`config.mk`:
```
export PLATFORM = sky130hd
export DESIGN_NAME = flash_io_shifter
export DESIGN_NICKNAME = d
export VERILOG_FILES = /design/src/rtl/flash_io_pkg.sv /design/src/rtl/flash_io_clkgen.sv /design/src/rtl/flash_io_shifter.sv
export SDC_FILE = /design/constraint.sdc
export NUM_CORES = 1
export LEC_CHECK = 0
export BUFFER_PORTS_ARGS = -buffer_cell sky130_fd_sc_hd__buf_2
export CORE_ASPECT_RATIO = 2
export CORE_MARGIN = 5
export CORE_UTILIZATION = 63
export DETAILED_ROUTE_END_ITERATION = 10
export PLACE_DENSITY_LB_ADDON = 0.25
export SYNTH_ARGS = -nofsm -noshare
export SYNTH_HDL_FRONTEND = slang
export SYNTH_HIERARCHICAL = 1
export SYNTH_SLANG_ARGS = --single-unit
```
`constraint.sdc`:
```
create_clock -name clk -period 3.3 [get_ports clk]
set_clock_uncertainty 0.05 [all_clocks]
set_input_delay 0.165 -clock clk [delete_from_list [all_inputs] [get_ports clk]]
set_output_delay 0.165 -clock clk [all_outputs]
set_load 0.05 [all_outputs]
```
`src/rtl/flash_io_pkg.sv`:
```
// rtl/flash_io_pkg.sv - shared mode/state types and lane helpers for the QSPI byte shifter
package flash_io_pkg;

  typedef enum logic [1:0] {
    MODE_SINGLE = 2'b00,
    MODE_DUAL   = 2'b01,
    MODE_QUAD   = 2'b10
  } mode_e;

  typedef enum logic [1:0] {
    ST_IDLE     = 2'b00,
    ST_TURN     = 2'b01,
    ST_SHIFT    = 2'b10,
    ST_RSP_WAIT = 2'b11
  } state_e;

  // Number of pad lanes carrying data per flash_clk beat.
  function automatic logic [2:0] lanes_of(input mode_e mode);
    logic [2:0] l;
    l = 3'd1;
    case (mode)
      MODE_DUAL: l = 3'd2;
      MODE_QUAD: l = 3'd4;
      default:   l = 3'd1;
    endcase
    return l;
  endfunction

  // The unused encoding 2'b11 behaves as single-lane.
  function automatic mode_e norm_mode(input logic [1:0] m);
    return (m == 2'b11) ? MODE_SINGLE : mode_e'(m);
  endfunction

endpackage

```
`src/rtl/flash_io_clkgen.sv`:
```
// rtl/flash_io_clkgen.sv - flash_clk half-period divider with end-of-phase strobes
module flash_io_clkgen
  import flash_io_pkg::*;
#(
  parameter int CLK_DIV = 1
) (
  input  logic clk,
  input  logic rst,
  input  logic en,
  input  logic gate,
  output logic flash_clk,
  output logic fall_stb,
  output logic rise_stb
);

  localparam int CW = (CLK_DIV > 1) ? $clog2(CLK_DIV) : 1;

  logic [CW-1:0] cnt;
  logic          phase;
  logic          wrap;

  assign wrap     = (cnt == CW'(CLK_DIV - 1));
  // rise_stb marks the edge that ends a low phase, fall_stb the edge ending a high phase
  assign rise_stb = en && wrap && !phase;
  assign fall_stb = en && wrap && phase;

  // Phase counter; flash_clk only toggles when gated on, so TURN idles with the clock low
  always_ff @(posedge clk or posedge rst) begin
    if (rst) begin
      cnt       <= '0;
      phase     <= 1'b0;
      flash_clk <= 1'b0;
    end else if (!en) begin
      cnt       <= '0;
      phase     <= 1'b0;
      flash_clk <= 1'b0;
    end else if (wrap) begin
      cnt       <= '0;
      phase     <= !phase;
      flash_clk <= gate && !phase;
    end else begin
      cnt <= cnt + 1'b1;
    end
  end

endmodule

```
`src/rtl/flash_io_shifter.sv`:
```
// rtl/flash_io_shifter.sv - QSPI single/dual/quad byte shifter; FLASH_IO_SHIFTER_CS_EN adds chip select
module flash_io_shifter
  import flash_io_pkg::*;
#(
  parameter int IO_WIDTH   = 4,
  parameter int DATA_W     = 8,
  parameter int CLK_DIV    = 1,
  parameter int TURNAROUND = 1
) (
  input  logic                clk,
  input  logic                rst,
  input  logic                cmd_valid,
  output logic                cmd_ready,
  input  logic [DATA_W-1:0]   cmd_data,
  input  logic                cmd_dir,
  input  logic [1:0]          cmd_mode,
`ifdef FLASH_IO_SHIFTER_CS_EN
  input  logic                cmd_last,
  output logic                flash_csn,
`endif
  output logic                rsp_valid,
  input  logic                rsp_ready,
  output logic [DATA_W-1:0]   rsp_data,
  output logic                busy,
  output logic                flash_clk,
  output logic [IO_WIDTH-1:0] flash_io_do,
  output logic [IO_WIDTH-1:0] flash_io_oe,
  input  logic [IO_WIDTH-1:0] flash_io_di
);

  localparam int BW = $clog2(DATA_W) + 1;
  localparam int TW = $clog2(TURNAROUND + 1) + 1;

  state_e            state;
  mode_e             mode_q;
  mode_e             nm;
  logic              dir_q;
  logic              prev_write;
  logic              rsp_pend;
  logic [DATA_W-1:0] sr;
  logic [BW-1:0]     beat_cnt;
  logic [TW-1:0]     turn_cnt;
  logic              fall_stb;
  logic              rise_stb;
  logic              accept;
  logic              shift_end;
  logic              turn;
  logic              ready_ok;

  // Top lanes of the shift register, MSB-first, mapped onto the low pad lanes.
  function automatic logic [3:0] beat_out(input mode_e m, input logic [DATA_W-1:0] d);
    case (m)
      MODE_QUAD: return d[DATA_W-1 -: 4];
      MODE_DUAL: return {2'b00, d[DATA_W-1 -: 2]};
      default:   return {3'b000, d[DATA_W-1]};
    endcase
  endfunction

  // Single mode reads MISO on lane 1; dual/quad read lanes from 0 upward.
  function automatic logic [3:0] sample_in(input mode_e m, input logic [IO_WIDTH-1:0] di);
    case (m)
      MODE_QUAD: return di[3:0];
      MODE_DUAL: return {2'b00, di[1:0]};
      default:   return {3'b000, di[1]};
    endcase
  endfunction

  // Single mode always drives MOSI; dual/quad drive lanes only when writing.
  function automatic logic [3:0] oe_of(input mode_e m, input logic dir);
    case (m)
      MODE_QUAD: return dir ? 4'b0000 : 4'b1111;
      MODE_DUAL: return dir ? 4'b0000 : 4'b0011;
      default:   return 4'b0001;
    endcase
  endfunction

  assign nm        = norm_mode(cmd_mode);
  assign accept    = (state == ST_IDLE) && cmd_valid && cmd_ready;
  assign shift_end = (state == ST_SHIFT) && fall_stb && (beat_cnt == '0);
  assign busy      = (state == ST_TURN) || (state == ST_SHIFT);
  assign turn      = cmd_dir && (nm != MODE_SINGLE) && prev_write && (TURNAROUND > 0);

  flash_io_clkgen #(.CLK_DIV(CLK_DIV)) u_clkgen (
    .clk       (clk),
    .rst       (rst),
    .en        (busy),
    .gate      (state == ST_SHIFT),
    .flash_clk (flash_clk),
    .fall_stb  (fall_stb),
    .rise_stb  (rise_stb)
  );

  // Command FSM: accept, optional turnaround, beat shifting and response hand-off
  always_ff @(posedge clk or posedge rst) begin
    if (rst) begin
      state       <= ST_IDLE;
      mode_q      <= MODE_SINGLE;
      dir_q       <= 1'b0;
      prev_write  <= 1'b0;
      rsp_pend    <= 1'b0;
      sr          <= '0;
      beat_cnt    <= '0;
      turn_cnt    <= '0;
      cmd_ready   <= 1'b0;
      rsp_valid   <= 1'b0;
      rsp_data    <= '0;
      flash_io_do <= '0;
      flash_io_oe <= '0;
    end else begin
      case (state)
        ST_IDLE: begin
          if (accept) begin
            mode_q      <= nm;
            dir_q       <= cmd_dir;
            prev_write  <= !cmd_dir;
            cmd_ready   <= 1'b0;
            beat_cnt    <= BW'(DATA_W / lanes_of(nm) - 1);
            turn_cnt    <= TW'(TURNAROUND - 1);
            flash_io_oe <= IO_WIDTH'(oe_of(nm, cmd_dir));
            if (cmd_dir) begin
              sr          <= '0;
              flash_io_do <= '0;
            end else begin
              sr          <= cmd_data << lanes_of(nm);
              flash_io_do <= IO_WIDTH'(beat_out(nm, cmd_data));
            end
            state <= turn ? ST_TURN : ST_SHIFT;
          end else if (rsp_pend) begin
            rsp_pend  <= 1'b0;
            rsp_valid <= 1'b1;
            rsp_data  <= sr;
            state     <= ST_RSP_WAIT;
          end else begin
            cmd_ready <= ready_ok;
          end
        end
        ST_TURN: begin
          if (fall_stb) begin
            if (turn_cnt == '0) state <= ST_SHIFT;
            else turn_cnt <= turn_cnt - 1'b1;
          end
        end
        ST_SHIFT: begin
          if (rise_stb && dir_q)
            sr <= (sr << lanes_of(mode_q)) | DATA_W'(sample_in(mode_q, flash_io_di));
          if (fall_stb) begin
            if (beat_cnt == '0) begin
              state       <= ST_IDLE;
              flash_io_oe <= '0;
              flash_io_do <= '0;
              rsp_pend    <= dir_q;
            end else begin
              beat_cnt <= beat_cnt - 1'b1;
              if (!dir_q) begin
                flash_io_do <= IO_WIDTH'(beat_out(mode_q, sr));
                sr          <= sr << lanes_of(mode_q);
              end
            end
          end
        end
        ST_RSP_WAIT: begin
          if (rsp_ready) begin
            rsp_valid <= 1'b0;
            cmd_ready <= ready_ok;
            state     <= ST_IDLE;
          end
        end
        default: state <= ST_IDLE;
      endcase
    end
  end

`ifdef FLASH_IO_SHIFTER_CS_EN
  localparam int GW = $clog2(2 * CLK_DIV + 1) + 1;

  logic          last_q;
  logic          csn_pend;
  logic [GW-1:0] gap;

  assign ready_ok = !csn_pend && (gap == '0);

  // Chip select: low from first accept, released after the last command plus a minimum idle gap
  always_ff @(posedge clk or posedge rst) begin
    if (rst) begin
      flash_csn <= 1'b1;
      last_q    <= 1'b0;
      csn_pend  <= 1'b0;
      gap       <= '0;
    end else begin
      if (accept) begin
        flash_csn <= 1'b0;
        last_q    <= cmd_last;
      end
      if (shift_end && last_q) csn_pend <= 1'b1;
      if (csn_pend) begin
        csn_pend  <= 1'b0;
        flash_csn <= 1'b1;
        gap       <= GW'(2 * CLK_DIV);
      end else if (gap != '0) begin
        gap <= gap - 1'b1;
      end
    end
  end
`else
  logic unused_end;
  assign unused_end = shift_end;
  assign ready_ok   = 1'b1;
`endif

endmodule

```
# Word level (Yosys, flattened, before mapping)
# Cells that the tools add are included.
# W data, S select, Z words.
dict set report classes {
  n_eq_ne 22
  n_mul 0
  bitwise_logic 3
  addsub 4
  n_lt_le_gt_ge 0
  n_div 1
  mux 74
  shifts 3
  n_reduce_logical 30
}
# operator count
set ops {}
lappend ops {{$mux W4} 14}
lappend ops {{$pmux W4 S2} 7}
lappend ops {{$mux W8} 6}
lappend ops {{$mux W3} 11}
lappend ops {{$div A4 B3 Y32 const A} 1}
lappend ops {{$mux W2} 13}
lappend ops {{$reduce_and A4 Y1} 6}
lappend ops {{$shl A8 B3 Y8} 3}
lappend ops {{$ne A2 B2 Y1 const B} 10}
lappend ops {{$pmux W8 S2} 1}
lappend ops {{$mux W1} 15}
lappend ops {{$pmux W3 S2} 2}
lappend ops {{$eq A2 B2 Y1 const B} 5}
lappend ops {{$logic_and A1 B1 Y1} 9}
lappend ops {{$ne A3 B3 Y1 const B} 3}
lappend ops {{$or A8 B4 Y8} 1}
lappend ops {{$pmux W2 S4} 1}
lappend ops {{$reduce_bool A2 Y1} 4}
lappend ops {{$sub A4 B1 Y4 const B} 2}
lappend ops {{$eq A2 B1 Y1 const B} 3}
lappend ops {{$pmux W1 S2} 3}
lappend ops {{$reduce_and A3 Y1} 2}
lappend ops {{$reduce_and A6 Y1} 1}
lappend ops {{$logic_not A2 Y1} 2}
lappend ops {{9 further kinds} 12}
dict set report word_totals {
  word_cells 153
  romBits 0
  ramBits 0
  out_inout_bits 20
  latch_bits 0
  memories 0
  inputBits 19
  regBits 42
}

# Longest topological paths before layout
# Gate-level depths: netlist (run 1).
dict set report depth {
  word_depth 14
  mapped_depth 10
  mapped_depth_nobuf 9
}

# By module
# Netlist (run 1), hierarchy kept.
# module instances cells_each seq_area_each_um2 area_each_um2
set modules_own_cells {}
lappend modules_own_cells {flash_io_shifter 1 297 950.9 2808.9}
lappend modules_own_cells {flash_io_clkgen 1 6 50.0 80.1}

# Least setup slack after synthesis (run 1)
# OpenSTA, ideal clock, no wires.
dict set report synth_path {
  path_kind {register to register}
  startpoint {register state[0]}
  endpoint {register state[0]}
  path_slack_ns 1.126
  required_time_ns 3.173
  setup_time_ns 0.077
  period_less_slack_ns 2.174
  arrival_ns 2.047
  n_path_buf 1
  path_stages_with_launch 9
  cell_sequence {dfrtp_1 inv_1 ha_1 and2_2 buf_12 nand2_1 a2111oi_4 o211ai_1 o21ai_1}
}
dict set report synth_between {
  elab_chain_len 6
  elab_cells_between_ends 18
  cone_classes {9 x eq/ne; 2 x mux; 7 x reduce/logical}
}
# item line_no
set synth_rtl {}
lappend synth_rtl {{from (decl)} flash_io_shifter.sv:34} ;# state_e state;
lappend synth_rtl {{from (signal assigned)} flash_io_shifter.sv:127} ;# state <= turn ? ST_TURN : ST_SHIFT;
lappend synth_rtl {{$eq A2 B1 Y1 / $eq A2 B2 Y1 (equally long branches)} flash_io_shifter.sv:80} ;# assign busy = (state == ST_TURN) || (state == ST_SHIFT);
lappend synth_rtl {{$logic_or A1 B1 Y1 *} flash_io_shifter.sv:80}
lappend synth_rtl {{net busy} flash_io_shifter.sv:24} ;# output logic busy,
lappend synth_rtl {{$logic_and A1 B1 Y1 * (2 in a row)} flash_io_clkgen.sv:25} ;# assign fall_stb = en && wrap && phase;
lappend synth_rtl {{net fall_stb} flash_io_shifter.sv:43} ;# logic fall_stb;
lappend synth_rtl {{$ne A2 B2 Y1 (no line)} n/a}
lappend synth_rtl {{$reduce_and A6 Y1 (no line) *} n/a}
# The timed path passes the listed nets; every way through them passes the cells marked *.
# A chain may end at the register's enable or synchronous reset.

# Final worst setup path (run 1)
dict set report layout_path {
  startpoint {register state[0]}
  endpoint {register beat_cnt[0]}
}
dict set report layout_between {
  elab_chain_len 6
  elab_cells_between_ends 14
  cone_classes {5 x eq/ne; 1 x mux; 8 x reduce/logical}
}
# item line_no
set layout_rtl {}
lappend layout_rtl {{$eq A2 B1 Y1 / $eq A2 B2 Y1 (equally long branches)} {flash_io_shifter.sv:80, flash_io_shifter.sv:110}}
lappend layout_rtl {{$logic_or A1 B1 Y1} flash_io_shifter.sv:80}
lappend layout_rtl {{$logic_and A1 B1 Y1 (2 in a row)} flash_io_clkgen.sv:25}
lappend layout_rtl {{$ne A2 B2 Y1 (no line)} n/a}
lappend layout_rtl {{$reduce_and A4 Y1 (no line)} n/a}
lappend layout_rtl {{to (signal assigned)} flash_io_shifter.sv:117} ;# beat_cnt <= BW'(DATA_W / lanes_of(nm) - 1);
lappend layout_rtl {{to (signal assigned)} flash_io_shifter.sv:153} ;# beat_cnt <= beat_cnt - 1'b1;
lappend layout_rtl {{to (decl)} flash_io_shifter.sv:41} ;# logic [BW-1:0] beat_cnt;
# Parallel ways exist; a longest one is shown, timed or not.

==> metrics list, run 1 <==
* Mean instance size in the synthesized netlist: 9.535 um2
- Arrival time at the worst endpoint: 2390 ps
- Clock tree synthesis inserted a total of 5 buffers.
- Final antenna diode count: 0
- Synthesis produced just over 300 cells.
* Flops & latches, synth: 40
- Overall fraction of global-route tracks in use: ~24%
* XOR/XNOR share of the synthesized area: less than 1%
- After detailed routing, the average wire length per cell comes to 17.94 um.
* Setup Total Neg Slack: 0 ps
- Crit. End Element: flop
- Worst-Margin Slew: between 900 and 1000 ps
- By instance count, the cell type seen most on the critical path is a21oi_2.
- Of the post-synthesis cell area, the dominant cell type holds 34.65%.
- The tree is rooted in a clkbuf_8.
- Peak supply drop: between 0.9 and 1 mV
- Die Ht: 105.8 um
- Placed insts: 379
* Async SR Flop Fraction: 100.0%
- Summing the areas of all compound-gate instances in the mapped netlist gives between 20 and 25% of the synthesized area.
- Measured against its own limit, the worst slew margin works out to a little over a third.
* Cell-by-cell listing of the critical path: inv_1, ha_1, and3_2, a21oi_2, a21oi_2, mux2_4
- The pre-antenna-repair detailed-routing pass consisted of 5 iterations.
- Vias in the first global route: 2475
- In the routed design, unresolved DRC markers number 0.
* Mux share of post-synthesis cell area: roughly an eighth
* Combinational family with the most area after synthesis: compound AO/OA/AOI/OAI gates
- Most common library cell in the layout ignoring fill and taps: dfrtp_1
* Antenna violations before repair: 0
* Period minus WS final: between 2000 and 2500 ps
* Post-CTS sizing: 0
* Fraction of final layout cells sized beyond drive strength 1: about a quarter
- Run status: complete, no violations
- RePlAce Congestion: ~0.94
- M3 GR Usage: between 4 and 5%
* Clock net sink count: 40
* Starting utilization of the core area: 64.05%
- Met2 Track Usage GR: about 38%
- In this run the worst hold path is classified as input pin to flop.
- Sequential cells were found to cover 34.65% of the synthesized design area.
- Detailed Place HPWL: roughly 5200 um
- Summing the areas of all fa, ha and maj instances in the mapped netlist gives under 10% of the synthesized area.
- In this run the power density over the cells is 1104 nW/um2.
* Final period util: between 60% and 70%
- Count of vias placed by the detailed router: ~2500
- Of all nets on the critical path, the largest fanout is 13.
- Stage delay of the slowest cell on the critical path: roughly 550 ps
* Via/cell ratio: about 6.5
- Final nets: 364
* Multi-input gate area in the final layout: 1689 um2
- MaxCap Viol Count: 0
- Setup violations, final: 0
- Placeable core region: roughly 4500 um2
- Area of the die: 6122 um2
- After synthesis the cells add up to a little under 3000 um2.
* Commonest cells after routing, fill and taps aside: 40 x dfrtp_1, 38 x buf_2, 30 x nor2_1, 30 x nand2_1, 16 x a21oi_1
- Post-synthesis cell type with the largest combined area: dfrtp_1
- For this run, the number of standard cells in the final layout without fillers is 388.
- The die is just under 60 um wide.
* Post-Route WL: around 7000 um
- For this design the top-level I/O count stands at 39.
- Summed over all layers, the global routing overflow is 0.
- Cells fill about 70% of the core in the end.
- Clock-pin slew was measured on the worst setup and hold paths at approximately 80 ps.
- Primary FF master, synth: dfrtp_1
* GRT Max-Usage Layer: met2
* RSZ-0062 raised after global routing: no
- Fill cells in the final layout number between 300 and 400.
- The area growth from synthesis to layout is 8.489%.
- Post-Synth Simple-Gate Area: about 18%
- Worst-case clock buffer depth: 2
- Top area cells in the synthesized netlist: dfrtp_1 35%, ha_1 5.6%, mux2_2 4.7%
- Once detail routing completed, the nets flagged for antenna violations numbered 0.
- Clock insertion delay at the later pin of the skew report: between 200 and 300 ps
- Pins over their slew limit: 0
* Total of buffers placed on input and output ports: 38
- Worst Path Class, Setup: flop to flop
- The clock tree synthesis step divided the H-tree into 2 levels.
- Row count: 35
- Leakage power summed over all cells: approximately 0.0014 uW
- First-pass GRT wire length: 11740 um
* Cell area after layout: about 3100 um2
- For met1 alone, demand over resource in global routing was between 30% and 40%.
- Hold timing on the final database bottoms out at a slack of between 100 and 150 ps.
* Largest net degree at the start of global routing: 26
- TritonCTS built the clock tree.
- Count of endpoints failing hold in the final timing report: 0
- Yosys warning total: 6
- For this design, the slowest cell found on the critical path is a21oi_2.
* Maximum clock frequency: around 440 MHz
- Number of hold-repair buffers added at the cts stage: 1
- DP Area: 3017 um2
* Critical Path Start Type: flop
- Count of flip-flops with a built-in enable after synthesis: 0
- For this block, the initial DRC count from the detailed router was 122.
* Data required time of the critical path: 3430 ps
- The number of nets in the synthesized netlist is 335.
* Sequential cell area: ~1000 um2
- Buffer count from post-CTS setup fixing: 0
* Number of distinct library cells after synthesis: 66
cell usage after synthesis (3+ instances only):
| library cell | number |
|---|---|
| o21ai_0 | 14 |
| a21oi_1 | 16 |
| nor2b_1 | 5 |
| nor3_1 | 5 |
| o21ai_1 | 4 |
| clkbuf_1 | 4 |
| nand3b_1 | 3 |
| nand2_1 | 30 |
| mux2_2 | 12 |
| ha_1 | 13 |
| a221oi_1 | 5 |
| nor2_1 | 30 |
| a22oi_1 | 3 |
| mux4_2 | 4 |
| clkbuf_8 | 4 |
| mux2i_1 | 11 |
| buf_2 | 6 |
| nand3_1 | 4 |
| inv_1 | 14 |
| dfrtp_1 | 40 |
| o22ai_1 | 7 |
| a32oi_1 | 5 |
| o21a_1 | 3 |
| a31oi_1 | 5 |
| a22o_1 | 4 |
| a211oi_1 | 3 |
| a21oi_2 | 3 |
report_power, final:
part           switching, uW  total [uW]  internal [uW]  leakage, uW
clock network            170         395            224    0.0000552
registers                200         910            711     0.000489
logic                   1390        2150            766     0.000829
cell type report:
class,instances,share of cell area (%)
flip-flops and latches,40,31.94
clock buffers,6,2.315
well taps,55,2.196
inverters,14,1.677
clock inverters,2,1.118
multi-input cells,230,53.89
repair buffers,41,6.866
sequential cells by signal (all words and copies together) (netlist names):
register	count
u_clkgen/flash_clk	1
rsp_pend	1
rsp_valid	1
mode_q	2
u_clkgen/phase	1
cmd_ready	1
flash_io_do	4
dir_q	1
sr	8
turn_cnt	2
beat_cnt	4
prev_write	1
rsp_data	8
state	2
flash_io_oe	3
metrics by stage:
stage	setup WS, ps	power, uW
finish	1038	3459
global route	832.9	3688
CTS	1038	3453
detailed placement	1048	3042
global placement	1126	2976
floorplan	1126	2685
final timing paths:
path                                        start                            to  slack [ps]  depth (start not counted)
setup / recovery             state[0]$_DFFE_PP0P_       beat_cnt[0]$_DFFE_PP0P_        1040                          6
hold / removal                          rsp_ready         rsp_valid$_DFFE_PP0P_         120                          3
setup reg to reg             state[0]$_DFFE_PP0P_       beat_cnt[0]$_DFFE_PP0P_        1040                          6
hold reg to reg            prev_write$_DFFE_PP0P_        prev_write$_DFFE_PP0P_         450                          1
max in group asynchronous                     rst        prev_write$_DFFE_PP0P_        1860                          4
min in group asynchronous                     rst  u_clkgen/flash_clk$_DFF_PP0_         210                          3
routing by layer:
layer | routed length, um | up-vias | share of wire, %
li1 | - | 1160 | -
met1 | 2746 | 1201 | 39
met2 | 3386 | 129 | 49
met3 | 523 | 25 | 7.5
met4 | 304 | 0 | 4.4
met5 | 0 | - | 0
worst max-delay path: cells and delay by family, from the launching register on:
| family | cells | cell delay, ps |
|---|---|---|
| and+or+nand+nor | 1 | 350 |
| DFF | 1 | 370 |
| muxes | 1 | 330 |
| buffers and inverters | 1 | 90 |
| AOI/OAI and AO/OA | 2 | 660 |
| adders and majority gates | 1 | 310 |
logic make-up (layout without fill, tap and decap cells):
group                    Yosys count  after routing
AO/OA/AOI/OAI                     88             88
XOR/XNOR                           2              2
flip-flops                        40             40
multiplexers                      29             29
buffers and inverters             33             63
AND/OR/NAND/NOR                   98             98
adder cells (fa/ha/maj)           13             13
(Power assumes the default switching activity.)
==> run 2: changes to the inputs <==
Settings changed: CORE_UTILIZATION 63 to 52.
Clock period 3.3 ns to 1.8 ns, I/O delays scaled along.
==> metrics list, run 2 (synthesis results as in run 1) <==
- Mean routed wirelength per cell: 18.49 um
- At the pin with the least slew margin, the transition time is ~510 ps.
- In the routed design, unresolved DRC markers number 0.
- Based on the critical path, the design can be clocked at up to 542.5 MHz.
* Area growth from synthesis to layout: 32.31%
- Placed insts: roughly 430
- CTS clock-pin slew for the worst setup and hold paths: about 80 ps
* Worst hold margin: ~58 ps
- Before antenna repair, the detailed router went through 4 iterations.
- Period minus WS final: about 1800 ps
- Net switching power figure: 3768 uW
- STA puts the critical path data required time at ~1900 ps.
* Net switching share of the total power: between 40% and 50%
- Clock insertion delay at the later pin of the skew report: ~300 ps
- Worst reg-to-reg setup slack: -40 ps
* Starting utilization of the core area: a little over half
- The repair_antennas step left the layout with diodes totalling 0.
* Violation count after the first detailed-routing iteration: about 110
- Run status: complete, but fails checks
- Detailed routing inserted a total of 2754 vias.
- STA puts the critical path data arrival time at about 2000 ps.
* Internal power component: a little under 4000 uW
* Antenna violations before repair: 0
- Placeable core region: about 5400 um2
- The worst path uses 102.4% of the clock period.
* Vias in the first global route: about 2800
* Leakage power summed over all cells: roughly 0.0017 uW
- After detailed routing, the number of vias per cell comes to roughly 6.2.
* Cell area after layout: ~3800 um2
- In this run the remaining antenna-violating nets after routing total 0.
- Clock net sink count: 40
- STA classifies the critical path startpoint as a flop.
- Post-place setup slack: -143.6 ps
- In this run the deepest clock path goes through 2 buffers.
- Setup violations remaining at the end of the flow were counted as 8.
- 39 I/O pins were placed.
- Along the worst path, the maximum fanout reaches 7.
* Fraction of final layout cells sized beyond drive strength 1: a little under half
* Sequential cell area: between 1000 and 1500 um2
- Total overflow reported by the global router: 0
- The worst hold path belongs to the class input pin to flop.
- DP Area: 3427 um2
* First-pass GRT wire length: around 13000 um
* Total of buffers placed on input and output ports: 38
* Peak supply drop: approximately 1.4 mV
- Die Ht: approximately 120 um
* RePlAce Congestion: between 0.9 and 1
- Final Non-Filler Cells: roughly 450
- For this run, the post-layout net count is 419.
- Num CTS Buffers: 5
* Largest net degree at the start of global routing: 39
- Summing all multi-input logic gate instances after layout gives a little under 2000 um2.
- Across the run, the number of max-cap violations was 0.
* Total number of H-tree levels: 2
- In the layout the commonest cells are 46 x buf_4, 40 x dfrtp_1, 38 x buf_2.
- After layout, the worst setup slack is -43.16 ps.
- Combinational logic is responsible for 70.1% of the overall power.
- TritonCTS built the clock tree.
- Relative slew slack: approximately 66%
- The number of slew-limit violations in the final report is 0.
* Die Wd: between 60 and 70 um
- Count of endpoints failing hold in the final timing report: 0
* RSZ-0062 raised after global routing: yes
* Most common library cell in the layout ignoring fill and taps: buf_4
- Worst Path Class, Setup: flop to flop
* CTS Root Buffer Type: clkbuf_8
- Global routing used between 20% and 30% of the available tracks across all layers.
- The worst setup path is captured at a flop.
* Clk pwr share: between 7 and 8%
- The wire-length estimate of the detail-placed layout is about 6300 um.
- Power density over cell area: 2014 nW/um2
- Measured on the finished design, the core utilization comes to roughly 70%.
- The floorplan has 38 rows.
- Fill cells: ~420
- Sequential group share of total power: 22.3%
- The die covers 7237 um2.
- The largest registers in the layout are rsp_data: 8 flops, sr: 8 flops.
- Post-Route WL: ~8300 um
- The final reports fail on negative setup slack.
run 2: final timing paths:
path / from / endpoint / depth (start not counted)
worst max register to register: state[1]$_DFFE_PP0P_ / sr[1]$_DFFE_PP0P_ / 7
min in group asynchronous: rst / u_clkgen/flash_clk$_DFF_PP0_ / 3
worst min-delay path: rsp_ready / rsp_valid$_DFFE_PP0P_ / 3
worst min register to register: rsp_data[4]$_DFFE_PP0P_ / rsp_data[4]$_DFFE_PP0P_ / 1
worst max-delay path: state[1]$_DFFE_PP0P_ / sr[1]$_DFFE_PP0P_ / 7
max in group asynchronous: rst / state[1]$_DFFE_PP0P_ / 4
run 2: critical path: stages, from the launching register on:
cell and delay (ps):
dfrtp_1 410, inv_2 70, ha_4 270, and2_4 220, nand3_4 160, buf_6 160, a221oi_4 310, nor3_2 80
run 2: layout make-up:
type	count	area share, %
Clock buffer	6	1.899
Clock inverter	1	0.1309
Inverter	14	1.375
Multi-Input combinational cell	230	50.93
Sequential cell	40	26.19
Tap cell	60	1.964
Timing Repair Buffer	96	17.51
run 2: layer usage:
layer / vias to the layer above / part of all wire (%) / GRT usage (%)
li1: 1276 / - / -
met1: 1333 / 34 / 21.88
met2: 103 / 56 / 44.18
met3: 42 / 4.1 / 3.686
met4: 0 / 6.3 / 15.30
met5: - / 0 / 0
run 2: timing repair:
action                                  4_1_cts  5_1_grt
gates cloned                                  0        0
resized for setup                            11       49
pin swaps                                     3        8
hold endpoints to repair                     40        0
hold buffers                                  1        0
endpoints found under the setup margin       13       18
setup buffers                                 3        4
run 2: power groups by stage:
stage	combinational [uW]	clock, uW	sequential, uW
detailed placement	4660	0	1680
global placement	4590	0	1660
CTS	4840	601	1680
finish	5400	581	1720
global route	5780	637	1770
floorplan	2840	0	2250
run 2: stage by stage:
stage,TNS [ps],power [uW]
floorplan,-432.0,5089
detailed placement,-629.4,6339
finish,-165.4,7699
global placement,-311.2,6250
global route,-974.1,8183
CTS,-106.0,7121
==> run 3: changes to the inputs <==
Settings changed: ABC_AREA from default to 1.
==> metrics list, run 3 <==
- The run finished with clean final reports.
- CTS Root Buffer Type: clkbuf_8
- The floorplan step defined a die boundary enclosing approximately 7200 um2.
- The worst setup path is captured at a flop.
- Num CTS Buffers: 5
* Syn Nets: 430
- Row generation in the floorplan step produced 38 rows.
- Total of buffers placed on input and output ports: 38
- Derived from the worst setup path, the maximum achievable clock frequency is between 500 and 600 MHz.
- At the worst endpoint, the required time is a little under 2000 ps.
- Entering global routing, the biggest net connects 39 pins.
- The first global-routing pass estimated 12900 um of wire.
- Yosys warning total: 6
- Setup violations remaining at the end of the flow were counted as 0.
- Overall fraction of global-route tracks in use: between 20% and 30%
* Post-Route WL: between 7000 and 8000 um
- After synthesis the cells add up to approximately 2900 um2.
- The tool flagged a number of max-cap violations equal to 0.
- Cell-by-cell listing of the critical path: inv_2, ha_4, nand2_2, inv_2, inv_2, nor2_4, nand2_4, a21oi_4, nand3_1, nand2_1, a21oi_2
- dfrtp_1 takes more of the synthesized area than any other cell.
* Clock tree from TritonCTS: built
- The worst pin sits at a relative slew slack of 67.27%.
- Cells with a size suffix above 1 make up between 20% and 30% of the layout.
* Placeable core region: 5420 um2
* Final period util: a little over nine tenths
* Count of endpoints failing hold in the final timing report: 0
- The total overflow left after global routing is 0.
- Violation count after the first detailed-routing iteration: 112
* Leakage power summed over all cells: approximately 0.0018 uW
- IR analysis of the VDD net gives a maximum drop of roughly 1.4 mV.
- Cell at the slowest stage of the critical path: dfrtp_1
- In this run the vertical extent of the chip is approximately 120 um.
- Final nets: about 490
- Stage delay of the slowest cell on the critical path: roughly 380 ps
- The initial antenna violation count is 0.
* Detailed Place HPWL: 5745 um
* Critical Path Start Type: flop
- The cell count after synthesis came out at about 400.
* Final antenna diode count: 0
* Commonest cells after routing, fill and taps aside: 113 x nand2_1, 41 x inv_1, 39 x dfrtp_1
* Multi-input gate area in the final layout: 1684 um2
* Count of vias placed by the detailed router: roughly 2900
* RSZ-0062 raised after global routing: yes
* Primary FF master, synth: dfrtp_1
- After synthesis, the mean cell area works out to a little over 7 um2.
- The first detailed-routing pass took 5 iterations.
- Flops & latches, synth: 40
- Of the synthesized area, sequential elements account for a little over a third.
* CP dominant cell by count: inv_2
- Mean routed wirelength per cell: 14.45 um
* Total power after layout: between 7000 and 8000 uW
* Worst-case clock buffer depth: 2
- Async SR Flop Fraction: 100.0%
- For the worst flop-to-flop path, the logic depth is 11.
* Vias in the first global route: between 2000 and 3000
- Post-synth top area share: 34.81%
- At the end of routability-driven placement, the weighted congestion stood at 0.8960.
* Period minus WS final: 1739 ps
- Dividing total power by cell area gives a power density of 2112 nW/um2.
* Top area cells in the synthesized netlist: dfrtp_1 35%, nand2_1 15%, nand3_1 7.1%
* Top post-synthesis cells by count: 117 x nand2_1, 47 x inv_1, 41 x nand3_1, 40 x dfrtp_1, 22 x nor2_1
- In this run the worst hold path is classified as input pin to flop.
- Number of distinct library cells after synthesis: 39
- Most common library cell in the layout ignoring fill and taps: nand2_1
* Antenna-violating nets left: 0
* Setup Total Neg Slack: 0 ps
- In the routed design, unresolved DRC markers number 0.
- Starting utilization of the core area: between 50% and 60%
- After clock tree synthesis, the clock-pin slew on the worst setup and hold paths is around 90 ps.
- The later pin in the worst-skew pair is clocked with a latency of just over 300 ps.
- The critical path is of the flop to flop type.
* I/O pin cnt: 39
* Count of flip-flops with a built-in enable after synthesis: 0
- Via/cell ratio: about 5.5
- The largest registers in the layout are rsp_data: 8 flops, sr: 8 flops.
- The area growth from synthesis to layout is 21.58%.
* Clock net sink count: 40
- Hold-critical path depth: 3
- Pins over their slew limit: 0
- The filler cells instantiated in the layout total roughly 510.
* Worst-Margin Slew: between 400 and 500 ps
- CTS built an H-tree with a depth of 2.
- Of all nets on the critical path, the largest fanout is 7.
* Arrival time at the worst endpoint: 1880 ps
* Worst hold margin: approximately 42 ps
* Die Wd: ~63 um
* Sequential cell area: roughly 1000 um2
- Dominant cell by count in the synthesized netlist: nand2_1
-- run 3: kinds of logic after synthesis --
logic type | count (synthesis) | synth area share [%]
simple gates | 207 | 33.07
mux | 2 | 1.044
compound gates | 69 | 14.97
fa+ha+maj | 13 | 5.657
flops | 40 | 34.81
xor+xnor | 1 | 0.3047
buf+inv | 66 | 10.14
-- run 3: worst paths after layout --
check                                   startpoint                         end  slack (ps)
hold reg to reg            rsp_data[4]$_DFFE_PP0P_     rsp_data[4]$_DFFE_PP0P_         430
hold / removal                         cmd_data[7]  flash_io_do[3]$_DFFE_PP0P_          40
setup / recovery              state[1]$_DFFE_PP0P_           sr[5]$_DFFE_PP0P_          60
min in group asynchronous                      rst    u_clkgen/phase$_DFF_PP0_         130
setup reg to reg              state[1]$_DFFE_PP0P_           sr[5]$_DFFE_PP0P_          60
max in group asynchronous                      rst       mode_q[1]$_DFFE_PP0P_         920
-- run 3: metrics by stage --
stage | instances | setup WS [ps] | cell area (um2) | utilization, %
final | 521 | 61.41 | 3496 | 64.50
after global routing | 521 | -56.38 | 3496 | 64.50
after CTS | 515 | 1.836 | 3359 | 61.98
after detailed placement | 503 | -13.16 | 3227 | 59.53
after global placement | 503 | 39.98 | 3227 | 59.53
after floorplan | 398 | 1.681 | 2895 | -
-- run 3: worst max-delay path, delay by kind of cell, from the launching register on --
kind                     cells  cell delay, ps
AO/OA/AOI/OAI                2             280
adder cells (fa/ha/maj)      1             270
buffers and inverters        3             180
flip-flops                   1             380
AND/OR/NAND/NOR              5             440
-- run 3: layout make-up --
| type | count | area share [%] |
|---|---|---|
| clock buffer | 6 | 2.362 |
| clock inverter | 2 | 0.4295 |
| inverter | 55 | 6.335 |
| multi-input combinational | 292 | 48.17 |
| sequential | 40 | 28.67 |
| tap | 60 | 2.147 |
| timing repair buffer | 65 | 11.67 |
| timing repair inverter | 1 | 0.2147 |
-- run 3: what timing repair did --
action / 4_1_cts / 5_1_grt
gates cloned: 0 / 1
pin swaps: 2 / 10
resized for setup: 1 / 34
setup endpoints to repair: 9 / 18
hold endpoints to repair: 40 / 0
hold buffers: 1 / 0
setup buffers: 3 / 5
-- run 3: where the power goes --
| group | switching (uW) | total, uW | internal, uW |
|---|---|---|---|
| registers | 346 | 1690 | 1340 |
| clock network | 340 | 650 | 311 |
| logic | 3270 | 5040 | 1780 |
-- run 3: layer usage --
layer  track usage, %  vias to the layer above  wire length, um
met3            3.715                       30              433
met5                0                        -                0
met4            11.47                        0              361
met2            39.61                      113             4035
met1            23.51                     1289             2699
li1                 -                     1421                -
